===== src/rtl/nibble_serial_add_ctrl_if.sv =====
// Request/response bundle between a requester and the nibble-serial add/sub sequencer.
interface nibble_serial_add_ctrl_if #(
   parameter int NIBBLES = 4
);
   localparam int W = 4 * NIBBLES;

   logic         start;
   logic         sub;
   logic         cin;
   logic [W-1:0] op_a;
   logic [W-1:0] op_b;
   logic         busy;
   logic         done;
   logic [W-1:0] result;
   logic         cout;
   logic         overflow;

   modport master (
      output start, sub, cin, op_a, op_b,
      input  busy, done, result, cout, overflow
   );

   modport slave (
      input  start, sub, cin, op_a, op_b,
      output busy, done, result, cout, overflow
   );
endinterface


===== src/rtl/nibble_serial_add_ctrl.sv =====
// Time-shared add/subtract of 4*NIBBLES-bit operands through one 4-bit CLA slice,
// one nibble per cycle, LSB nibble first, carry chained through c_q.
module Adder (
   input  logic [3:0] be_add_number,
   input  logic [3:0] add_number,
   input  logic       Cin,
   output logic [3:0] sum,
   output logic       Cout
);
   logic [3:0] g;
   logic [3:0] p;
   logic [4:0] c;

   always_comb begin
      g    = be_add_number & add_number;
      p    = be_add_number ^ add_number;
      c[0] = Cin;
      c[1] = g[0] | (p[0] & Cin);
      c[2] = g[1] | (p[1] & g[0]) | (p[1] & p[0] & Cin);
      c[3] = g[2] | (p[2] & g[1]) | (p[2] & p[1] & g[0]) | (p[2] & p[1] & p[0] & Cin);
      c[4] = g[3] | (p[3] & g[2]) | (p[3] & p[2] & g[1]) | (p[3] & p[2] & p[1] & g[0])
           | (p[3] & p[2] & p[1] & p[0] & Cin);
      sum  = p ^ c[3:0];
      Cout = c[4];
   end
endmodule

module nibble_serial_add_ctrl #(
   parameter int NIBBLES = 4
) (
   input logic                   clk,
   input logic                   rst_n,
   nibble_serial_add_ctrl_if.slave bus
);
   localparam int W  = 4 * NIBBLES;
   localparam int IW = $clog2(NIBBLES);
   localparam logic [IW-1:0] LAST = IW'(NIBBLES - 1);

   typedef enum logic [1:0] {IDLE, RUN, DONE} state_t;

   state_t        state;
   logic [W-1:0]  a_q;
   logic [W-1:0]  b_q;
   logic [W-1:0]  sum_q;
   logic [IW-1:0] idx;
   logic          c_q;

   logic [3:0]    a_nib;
   logic [3:0]    b_nib;
   logic [3:0]    s_nib;
   logic          c_nib;
   logic [W-1:0]  sum_nx;
   logic          ovf_nx;

   always_comb begin
      a_nib  = a_q[4*idx +: 4];
      b_nib  = b_q[4*idx +: 4];
      sum_nx = sum_q;
      sum_nx[4*idx +: 4] = s_nib;
      // b_q already holds the inverted operand in sub mode, so this is the b' sign.
      ovf_nx = (a_q[W-1] == b_q[W-1]) && (sum_nx[W-1] != a_q[W-1]);
   end

   Adder u_slice (
      .be_add_number (a_nib),
      .add_number    (b_nib),
      .Cin           (c_q),
      .sum           (s_nib),
      .Cout          (c_nib)
   );

   always_ff @(posedge clk) begin
      if (!rst_n) begin
         state        <= IDLE;
         a_q          <= '0;
         b_q          <= '0;
         sum_q        <= '0;
         idx          <= '0;
         c_q          <= 1'b0;
         bus.busy     <= 1'b0;
         bus.done     <= 1'b0;
         bus.result   <= '0;
         bus.cout     <= 1'b0;
         bus.overflow <= 1'b0;
      end else begin
         bus.done <= 1'b0;
         case (state)
            IDLE, DONE: begin
               if (bus.start) begin
                  a_q      <= bus.op_a;
                  b_q      <= bus.sub ? ~bus.op_b : bus.op_b;
                  c_q      <= bus.sub | bus.cin;
                  idx      <= '0;
                  bus.busy <= 1'b1;
                  state    <= RUN;
               end else begin
                  state    <= IDLE;
               end
            end
            RUN: begin
               sum_q <= sum_nx;
               c_q   <= c_nib;
               if (idx == LAST) begin
                  idx          <= '0;
                  bus.busy     <= 1'b0;
                  bus.done     <= 1'b1;
                  bus.result   <= sum_nx;
                  bus.cout     <= c_nib;
                  bus.overflow <= ovf_nx;
                  state        <= DONE;
               end else begin
                  idx <= idx + 1'b1;
               end
            end
            default: state <= IDLE;
         endcase
      end
   end
endmodule


===== src/flat_wrapper.sv =====
// flat-port wrapper written by rule: the top's interface ports become plain ports
module nibble_serial_add_ctrl_flat 
#(
   parameter int NIBBLES = 4
)
  (clk, rst_n, bus_start, bus_sub, bus_cin, bus_op_a, bus_op_b, bus_busy, bus_done, bus_result, bus_cout, bus_overflow);
  nibble_serial_add_ctrl_if #(.NIBBLES(NIBBLES)) bus_i ();
  input logic clk;
  input logic rst_n;
  input wire logic [$bits(bus_i.start)-1:0] bus_start;
  input wire logic [$bits(bus_i.sub)-1:0] bus_sub;
  input wire logic [$bits(bus_i.cin)-1:0] bus_cin;
  input wire logic [$bits(bus_i.op_a)-1:0] bus_op_a;
  input wire logic [$bits(bus_i.op_b)-1:0] bus_op_b;
  output wire logic [$bits(bus_i.busy)-1:0] bus_busy;
  output wire logic [$bits(bus_i.done)-1:0] bus_done;
  output wire logic [$bits(bus_i.result)-1:0] bus_result;
  output wire logic [$bits(bus_i.cout)-1:0] bus_cout;
  output wire logic [$bits(bus_i.overflow)-1:0] bus_overflow;
  assign bus_i.start = bus_start;
  assign bus_i.sub = bus_sub;
  assign bus_i.cin = bus_cin;
  assign bus_i.op_a = bus_op_a;
  assign bus_i.op_b = bus_op_b;
  assign bus_busy = bus_i.busy;
  assign bus_done = bus_i.done;
  assign bus_result = bus_i.result;
  assign bus_cout = bus_i.cout;
  assign bus_overflow = bus_i.overflow;
  nibble_serial_add_ctrl #(.NIBBLES(NIBBLES)) u_core (.clk(clk), .rst_n(rst_n), .bus(bus_i));
endmodule

===== config.mk =====
export PLATFORM = sky130hd
export DESIGN_NAME = nibble_serial_add_ctrl_flat
export DESIGN_NICKNAME = d
export VERILOG_FILES = /design/src/rtl/nibble_serial_add_ctrl_if.sv /design/src/rtl/nibble_serial_add_ctrl.sv /design/src/flat_wrapper.sv
export SDC_FILE = /design/constraint.sdc
export NUM_CORES = 1
export LEC_CHECK = 0
export ABC_AREA = 0
export CAP_MARGIN = 15
export CORE_MARGIN = 2
export CORE_UTILIZATION = 30
export CTS_BUF_LIST = sky130_fd_sc_hd__clkbuf_16
export CTS_CLUSTER_SIZE = 24
export DETAILED_ROUTE_END_ITERATION = 12
export GPL_ROUTABILITY_DRIVEN = 0
export SLEW_MARGIN = 20
export SYNTH_ARGS = -nofsm -noshare
export SYNTH_HDL_FRONTEND = slang
export SYNTH_SLANG_ARGS = --single-unit

===== constraint.sdc =====
create_clock -name clk -period 3.5 [get_ports clk]
set_input_delay 0.7 -clock clk [delete_from_list [all_inputs] [get_ports clk]]
set_output_delay 0.7 -clock clk [all_outputs]
set_load 0.01 [all_outputs]

==> results.json <==
{
  "fin_crit_ns": 2.84,
  "power_density_mw_per_mm2": 500,
  "cts_max_path_buffers": 2,
  "wl_met3_um": 383,
  "post-route-period-util": 0.812,
  "holdWs_ns": 0.469,
  "cts.repair.resized": 0,
  "r2r_setup_slack_ns": 0.66,
  "highest_layer": "met4",
  "met2_length_mm": 3.57,
  "core_area_mm2": 0.0113,
  "synth_warnings": 0,
  "synth-simple-area-share": 0.172,
  "grt.total_usage": 0.131,
  "hold_class": "flop to flop",
  "cp_cell_sequence": "mux4_2 -> ha_1 -> a21o_1 -> a21oi_1 -> xnor2_1 -> a22oi_1 -> a21oi_1",
  "synth_cell_types": 41,
  "relSlewSlack": 0.348,
  "drc_errors": 0,
  "grt_pass1_vias": 2819,
  "synth_area_per_cell_um2": 9.42,
  "dpl.cell_count": 545,
  "max_freq_ghz": 0.352,
  "setup_viol": 0,
  "cts_setup_buffers": 0,
  "worst_path_largest_cell_delay_ns": 0.68,
  "max_cap_violations": 0,
  "slowest_stage": "dfxtp_1",
  "drv_slew": 0,
  "initial_core_util": 0.305,
  "crit_start": "u_core.idx[0]$_SDFFE_PN0P_",
  "cts_made_buffers": 9,
  "r2r_end": "u_core.sum_q[2]$_SDFFE_PN0P_",
  "design_area_mm2": 0.00445,
  "reg2regPathDepth": 7,
  "first_pass_iters": 5,
  "wl_met1_mm": 3.63,
  "path_max_fanout": 11,
  "die_w_um": 111,
  "rsz0062_at_grt": "no",
  "clk_latency_ns": 0.33,
  "synthAdderAreaFrac": 0.0420,
  "synth_top_family_by_area": "compound AO/OA/AOI/OAI gates",
  "layout.cells.non_filler": 560,
  "leakagePower_nw": 1.85,
  "yosys_register_bits": 73,
  "final_common_cell": "dfxtp_1",
  "cts_hold_buf": 0,
  "nNetsFinal": 461,
  "dpl-instance-area_mm2": 0.00411,
  "synth_xor_area_frac": 0.0503,
  "crit_path_start_kind": "flop",
  "drtIter0Drc": 152,
  "routed_via_density": 4.85,
  "fp.dieH_um": 111,
  "hpwl_mm": 5.55,
  "n_antenna_cell": 0,
  "drive_above_1_share": 0.0863,
  "io-pin-count": 57,
  "status": "completed",
  "dp_slack_ns": 0.611,
  "synth_mux_area_frac": 0.0550,
  "vdd_drop_max_mv": 0.230,
  "skew_ns": 0.00930,
  "finalHoldViolations": 0,
  "cts-root-buf": "clkbuf_16",
  "row_count": 39,
  "grt_max_degree": 66,
  "final_cell_mix": "dfxtp_1, nand2_1, clkdlybuf4s50_1, o211a_1",
  "worst_slew_pin_slew_ns": 0.979,
  "finalWorstSetupSlack_ns": 0.658,
  "synth_compound_gate_area_share": 0.206,
  "end_kind": "flop",
  "grt_overflow_total": 0,
  "syn_nets": 415,
  "yosysSeqAreaShare": 0.423,
  "syn_area_mm2": 0.00346,
  "routed_wl_mm": 7.72,
  "cts_tree": "done",
  "port_buffers": 56,
  "critPathRequiredTime_ns": 3.76,
  "crit_arrival_ns": 3.10,
  "setup.worst_path.end": "u_core.sum_q[2]$_SDFFE_PN0P_",
  "syn_to_final_growth_pct": 28.7,
  "netlist_instances": 367,
  "ant_nets": 0,
  "grt_first_pass_wirelength_mm": 13.3,
  "path_common_cell": "a21oi_1",
  "cts.sinks": 73,
  "antenna_found_initial": 0,
  "path_clk_slew_ns": 0.06,
  "critical_path_class": "flop to flop",
  "timing.setup.tns_ns": 0,
  "cts.htree.levels": 3,
  "die_area_mm2": 0.0124,
  "vias": 2718,
  "reg2reg_from": "u_core.idx[0]$_SDFFE_PN0P_",
  "routedWlPerCell_um": 13.8
}
-- per-stage QoR --
| step | power (W) | util |
|---|---|---|
| 6_report | 0.00222 | 0.393 |
| 5_1_grt | 0.00231 | 0.393 |
| 4_1_cts | 0.00224 | 0.393 |
| 3_5_place_dp | 0.00121 | 0.363 |
| 3_3_place_gp | 0.00121 | 0.363 |
| 2_1_floorplan | 0.00110 | - |
-- cell usage after synthesis --
cell type,n,area [µm²]
a21boi_0,16,120
a21o_1,1,7.51
a21oi_1,7,35.0
a221o_1,1,10.0
a221oi_1,9,78.8
a22o_1,1,8.76
a22oi_1,13,97.6
a31oi_1,1,6.26
a32oi_1,1,8.76
a41oi_1,1,8.76
and2_1,5,31.3
and3_1,4,25.0
and4bb_2,1,12.5
and4bb_4,1,16.3
buf_2,7,35.0
buf_4,3,22.5
buf_6,1,11.3
clkbuf_1,16,60.1
dfxtp_1,73,1460
fa_1,1,20.0
ha_1,10,125
inv_1,14,52.6
mux2i_1,1,10.0
mux4_2,8,180
nand2_1,64,240
nand2b_1,3,18.8
nand3_1,1,5.00
nand4b_1,1,8.76
nor2_1,18,67.6
nor2b_1,18,113
nor3_1,1,5.00
nor3b_1,5,37.5
nor3b_2,1,12.5
o211a_1,23,230
o211ai_1,1,7.51
o21ai_0,13,65.1
o21ai_2,1,8.76
o221a_2,1,11.3
o22ai_1,1,6.26
xnor2_1,18,158
xor2_2,1,16.3
-- worst min path at each step --
stage	slack (ns)	end	from	cells past startpoint
floorplan	0.44	u_core.a_q[10]$_SDFFE_PN0P_	u_core.a_q[10]$_SDFFE_PN0P_	2
global placement	0.46	u_core.a_q[11]$_SDFFE_PN0P_	u_core.a_q[11]$_SDFFE_PN0P_	2
detailed placement	0.47	u_core.a_q[11]$_SDFFE_PN0P_	u_core.a_q[11]$_SDFFE_PN0P_	2
CTS	0.47	u_core.a_q[11]$_SDFFE_PN0P_	u_core.a_q[11]$_SDFFE_PN0P_	2
global route	0.50	u_core.a_q[7]$_SDFFE_PN0P_	u_core.a_q[7]$_SDFFE_PN0P_	2
finish	0.47	u_core.a_q[10]$_SDFFE_PN0P_	u_core.a_q[10]$_SDFFE_PN0P_	2
-- where the power goes --
group / switching [W] / total [W] / internal, W
Sequential: 0.0000295 / 0.000900 / 0.000870
Combinational: 0.000150 / 0.000292 / 0.000142
Clock: 0.000340 / 0.00103 / 0.000689
-- logic make-up (layout without fill, tap and decap cells) --
kind of cell	Yosys count	after routing
AOI/OAI and AO/OA	91	91
xor gates and xnor gates	19	19
adders and majority gates	11	11
buffers and inverters	41	91
DFF	73	73
muxes	9	9
and+or+nand+nor	123	123
-- metal layers --
layer  global-route usage  up-vias
met5                    0        -
met4               0.0543        0
met3               0.0289       14
met2                0.211       72
met1                0.171     1262
li1                     -     1370
-- flip-flops by register name, indices dropped and copies added (netlist names), 2 cells and up --
register and flops:
u_core.idx 2, u_core.bus.result 16, u_core.state 2, u_core.b_q 16, u_core.sum_q 16, u_core.a_q 16
-- critical path, delay by kind of cell, from the launching register on --
family | cells | cell delay (ns)
DFF | 1 | 0.68
muxes | 1 | 0.61
xor gates and xnor gates | 1 | 0.56
AOI/OAI and AO/OA | 4 | 0.59
adders and majority gates | 1 | 0.33
-- area by class of cell --
type | count | area [µm²]
multi-input combinational | 253 | 1820
inverter | 14 | 52.6
clock buffer | 9 | 225
tap | 143 | 179
fill | 1128 | 6870
sequential | 73 | 1460
clock inverter | 6 | 108
timing repair buffer | 62 | 601
Power figures use the tool's default switching activity.
